$ cat src/rtl/sc_bs_decoder.sv
// sc_bs_decoder: counts ones over a 2^BITW-bit frame of a unipolar stochastic stream and hands the count out via valid/ready
module sc_bs_decoder #(
  parameter int BITW = 8,
  parameter bit CONT = 1'b0
) (
  input  logic            clk,
  input  logic            rst,
  input  logic            start,
  input  logic            stop,
  input  logic            in_valid,
  input  logic            in,
  output logic            out_valid,
  input  logic            out_ready,
  output logic [BITW:0]   out_value,
  output logic            busy,
  output logic            overrun
);
  typedef enum logic {IDLE, ACC} state_t;
  state_t          state_q;
  logic [BITW:0]   acc_q, sum_d, out_value_q;
  logic [BITW-1:0] cnt_q;
  logic            out_valid_q, overrun_q, frame_end_d;
  // running sum including this cycle's bit, and whether this bit closes the frame (stop discards it)
  always_comb begin
    sum_d = acc_q + {{BITW{1'b0}}, in};
    frame_end_d = state_q == ACC && !stop && in_valid && &cnt_q;
  end
  // frame accumulator FSM plus the output result register and its handshake
  always_ff @(posedge clk) begin
    if (rst) begin
      state_q <= IDLE;
      acc_q <= '0;
      cnt_q <= '0;
      out_valid_q <= 1'b0;
      out_value_q <= '0;
      overrun_q <= 1'b0;
    end else begin
      overrun_q <= frame_end_d && out_valid_q && !out_ready;
      if (frame_end_d) begin
        out_value_q <= sum_d;
        out_valid_q <= 1'b1;
      end else if (out_ready) begin
        out_valid_q <= 1'b0;
      end
      case (state_q)
        IDLE: if (start && !stop) begin
          state_q <= ACC;
          acc_q <= '0;
          cnt_q <= '0;
        end
        ACC: if (stop) begin
          state_q <= IDLE;
          acc_q <= '0;
          cnt_q <= '0;
        end else if (in_valid) begin
          if (&cnt_q) begin
            acc_q <= '0;
            cnt_q <= '0;
            if (!CONT) state_q <= IDLE;
          end else begin
            acc_q <= sum_d;
            cnt_q <= cnt_q + {{(BITW-1){1'b0}}, 1'b1};
          end
        end
        default: state_q <= IDLE;
      endcase
    end
  end
  assign out_valid = out_valid_q;
  assign out_value = out_value_q;
  assign overrun = overrun_q;
  assign busy = state_q == ACC;
endmodule

$ cat config.mk
export PLATFORM = sky130hd
export DESIGN_NAME = sc_bs_decoder
export DESIGN_NICKNAME = d
export VERILOG_FILES = /design/src/rtl/sc_bs_decoder.sv
export SDC_FILE = /design/constraint.sdc
export NUM_CORES = 1
export LEC_CHECK = 0
export CORE_MARGIN = 2
export CORE_UTILIZATION = 53
export CTS_CLUSTER_DIAMETER = 100
export DETAILED_ROUTE_END_ITERATION = 10
export PLACE_DENSITY = 0.82
export SLEW_MARGIN = 40
export SYNTH_ARGS = -nofsm -noshare
export SYNTH_HDL_FRONTEND = slang
export SYNTH_SLANG_ARGS = --single-unit
$ cat constraint.sdc
create_clock -name clk -period 2.1 [get_ports clk]
set_input_delay 0.21 -clock clk [delete_from_list [all_inputs] [get_ports clk]]
set_output_delay 0.21 -clock clk [all_outputs]
set_load 0.01 [all_outputs]
---- After elaboration in Yosys (flattened, before gate mapping) ----
Index checks and enable logic that the tools add are counted.
storage, ports and cells
  bits of input ports ..................... 7
  word-level logic and storage cells ...... 39
  bits in registers ....................... 29
cells by class
  eq/ne operators ......................... 2
  mux-type cells .......................... 17
  reductions and logical operators ........ 11
  bitwise gates (word level) .............. 1
  $add $sub $neg .......................... 2
operators by type and width
  operator                                      count
  two-way mux 9 bit                             4
  two-way mux 8 bit                             4
  one-hot mux 9 bit (2 select lines)            1
  one-hot mux 8 bit (2 select lines)            1
  adder 9 x 1 -> 9 bit                          1
  adder 8 x 1 -> 8 bit, second input constant   1
  AND reduction 8 bit                           1
  logical AND 1 bit                             6
  two-way mux 1 bit                             6
  inequality test 3 bit, second input constant  1
  logical NOT 1 bit                             2
  inequality test 2 bit, second input constant  1
  one-hot mux 1 bit (2 select lines)            1
  AND reduction 2 bit                           1
  nonzero test 2 bit                            1
  NOT 1 bit                                     1

---- Longest topological paths before layout ----
  depth after elaboration ................. 6
  depth in mapped cells ................... 6

---- Worst setup path after synthesis ----
OpenSTA, ideal clock, no wires.
  path kind ............................... register -> register
  start point ............................. reg state_q, in the netlist busy
  end point ............................... reg cnt_q[5]
  library setup time ...................... 0.070 ns
  stages on the path, launching flop included .. 6
  data arrival time ....................... 1.658 ns
  buffers on the path ..................... 1
  path slack .............................. 0.372 ns
  period minus slack after synthesis ...... 1.728 ns
  cell sequence ........................... dfxtp_1 -> or3b_4 -> and2_1 -> buf_6 -> or4_1 -> a21oi_1
between the ends
  longest elaborated chain between the ends .. 3
RTL lines
  element                                 line  source
  start, declared                         19    state_t state_q;
  start signal, assigned                  31    state_q <= IDLE;
  start signal, assigned                  47    state_q <= ACC;
  start signal, assigned                  52    state_q <= IDLE;
  NOT 1 bit                               --
  inequality test 2 bit (no source line)  --
  AND reduction 2 bit (no source line)    --
  end signal, assigned                    62    cnt_q <= cnt_q + {{(BITW-1){1'b0}}, 1'b1};
  end, declared                           21    logic [BITW-1:0] cnt_q;
Parallel ways exist; a longest one is shown, timed or not.
A chain may end at the register's enable or synchronous reset.

---- Final worst setup path ----
  start point ............................. reg state_q, in the netlist busy
  end point ............................... reg cnt_q[2]
Same word-level chain as after synthesis.

==> reports/qor.yml <==
status: "complete, no violations"
grt_pass1_wl_mm: 4.478
n_antenna_cell: 0
worstPathRequired_ns: 2.30
multi_input_area_um2: 725.7
syn_nets: 166
synth_area_um2: 1349
fmax_ghz: 0.5811
gr-usage-all-layers_pct: 21.78
maxSlewHeadroom_pct: 72.91
route.antenna.remaining_nets: 0
worst_pin_slew_ns: 0.4051
die_height_um: 54.45
finalMaxSlewViolations: 0
ys_ff_latch: 29
p_total_uw: 948.2
final_net_count: 190
drv_cap: 0
clkSinkCount: 29
ios: 19
globalRouteOverflowTotal: 0
yosys.area.top_type_share_pct: 43.04
coreArea_um2: 2455
synth_edf_count: 0
finalCritPeriodShare_pct: 81.95
dr.pass1.iters: 4
die_area_um2: 2964
die_x_um: 54.45
grt_pass1_vias: 1004
ctsHoldBuffers: 0
clkTransAtPathRegs_ns: 0.09
nFillCells: 211
initial_utilization_pct: 54.94
drive_gt1_share_pct: 8.380
synth_cell_types: 40
dp_hpwl_mm: 1.986
via_per_inst: 5.536
placed_cells: 202
rsz0062_at_grt: "no"
post_cts_resized: 0
synth_common_cells: "29 x dfxtp_1, 19 x nor2_1, 11 x a21oi_1"
powerDensity_nw_per_um2: 581.2
post-route-min-period_ns: 1.721
antenna_found_initial: 0
area.growth.synth_to_final_pct: 20.96
io_buffers: 18
grt_max_degree: 19
vias: 1157
synth-seq-area-share_pct: 43.04
final-seq-area_um2: 580.6
hold_viol_final: 0
yosysTopAreaCell: "dfxtp_1"
cts_tree: "yes"
htreeDepth: 2
peakVddDrop_mv: 0.5563
worst_setup_path_end_kind: "flip-flop"
drt-total-wl_mm: 2.713
gp_congestion: 0.9123
worstHoldPathType: "flip-flop to flip-flop"
setup_tns_ns: 0
worstSkewPairLatency_ns: 0.32
synth_most_common_cell: "dfxtp_1"
async_flop_share_pct: 0
synth_top_cells_by_area: "dfxtp_1 43%, nor2_1 5.3%, a21oi_1 4.1%"
post_cts_buffers: 0
post_drt_wl_per_cell_um: 12.98
power.leakage_nw: 0.5264
clk_path_buf_depth: 2
path_class: "flip-flop to flip-flop"
fp-row-count: 18
drcViolationCount: 0
setup_viol: 0
synth_top_flop_cell: "dfxtp_1"
skew_ns: 0.009684
layout.cells.non_filler: 209
cts_root_buf: "clkbuf_4"
ys.warnings.count: 0
syn_inst: 155
drt_iter0_drc: 24
cts_buffers: 5
cp_max_fo: 10
startpoint_type: "flip-flop"
cp.arrival_ns: 1.92
syn_avg_cell_area_um2: 8.702
==> cell type report <==
type	count	area share (%)
inverter	2	0.4601
sequential	29	35.58
tap	30	2.301
multi-input combinational	117	44.48
timing repair buffer	24	13.80
clock buffer	7	3.374
==> cell usage in the layout (no fill, tap or decap), drive strengths merged, types with 2 or more instances in the layout <==
cell type       n
a211oi          5
a21oi          11
a22oi           4
a31oi           3
and3            2
buf             6
clkbuf          7
clkdlybuf4s50  18
dfxtp          29
ha              4
inv             2
mux2i           4
nand2           9
nand2b          3
nand3          10
nand3b          4
nand4           2
nor2           19
nor2b           2
nor3            5
o21ai           5
o31ai           4
or4             2
xnor2           6
xor2            2
==> routing by layer <==
metal | wire, µm | part of all wire, % | global-route usage, % | vias to the layer above
met4 | 39 | 1.4 | 10.00 | 0
met5 | 0 | 0 | 0 | -
li1 | - | - | - | 607
met3 | 144 | 5.3 | 6.011 | 5
met1 | 1350 | 50 | 30.27 | 513
met2 | 1179 | 43 | 31.12 | 32
==> worst max-delay path, cell delays in order, from the launching register on <==
cell and delay [ns]:
dfxtp_1 0.38, or3b_4 0.41, and2_1 0.22, buf_4 0.18, o21bai_1 0.33, nor2_1 0.09
==> stage by stage <==
step | instance area, µm² | setup WS (ns) | util, % | hold WS, ns
3_3_place_gp | 1577 | 0.1351 | 64.22 | 0.4577
4_1_cts | 1632 | 0.3934 | 66.46 | 0.4699
3_5_place_dp | 1577 | 0.1012 | 64.22 | 0.4650
6_report | 1632 | 0.3790 | 66.46 | 0.4744
2_1_floorplan | 1349 | 0.3718 | - | 0.2885
5_1_grt | 1632 | 0.2953 | 66.46 | 0.4994
==> power by group <==
group | internal [mW] | switching [mW] | leakage (nW)
clock network | 0.158 | 0.181 | 0.0314
logic | 0.0265 | 0.0305 | 0.261
registers | 0.551 | 0.00209 | 0.234
total | 0.735 | 0.213 | 0.526
==> registers in the layout, indices dropped and copies added (netlist names) <==
signal     cells
out_valid      1
out_value      9
cnt_q          8
busy           1
overrun        1
acc_q          9
==> kinds of logic after synthesis <==
logic type	share of synthesized area [%]
AOI/OAI and AO/OA	16.79
muxes	2.969
xor gates and xnor gates	5.195
adders and majority gates	3.711
DFF	43.04
and+or+nand+nor	25.14
buffers and inverters	3.152
==> final timing paths <==
| kind | from | to | slack [ns] | cells after the start |
|---|---|---|---|---|
| max | busy | cnt_q[2] | 0.38 | 5 |
| min | out_value[5] | out_value[5] | 0.47 | 2 |
| max reg2reg | busy | cnt_q[2] | 0.38 | 5 |
| min reg2reg | out_value[5] | out_value[5] | 0.47 | 2 |
No activity file was read; power rests on OpenSTA's default activity.
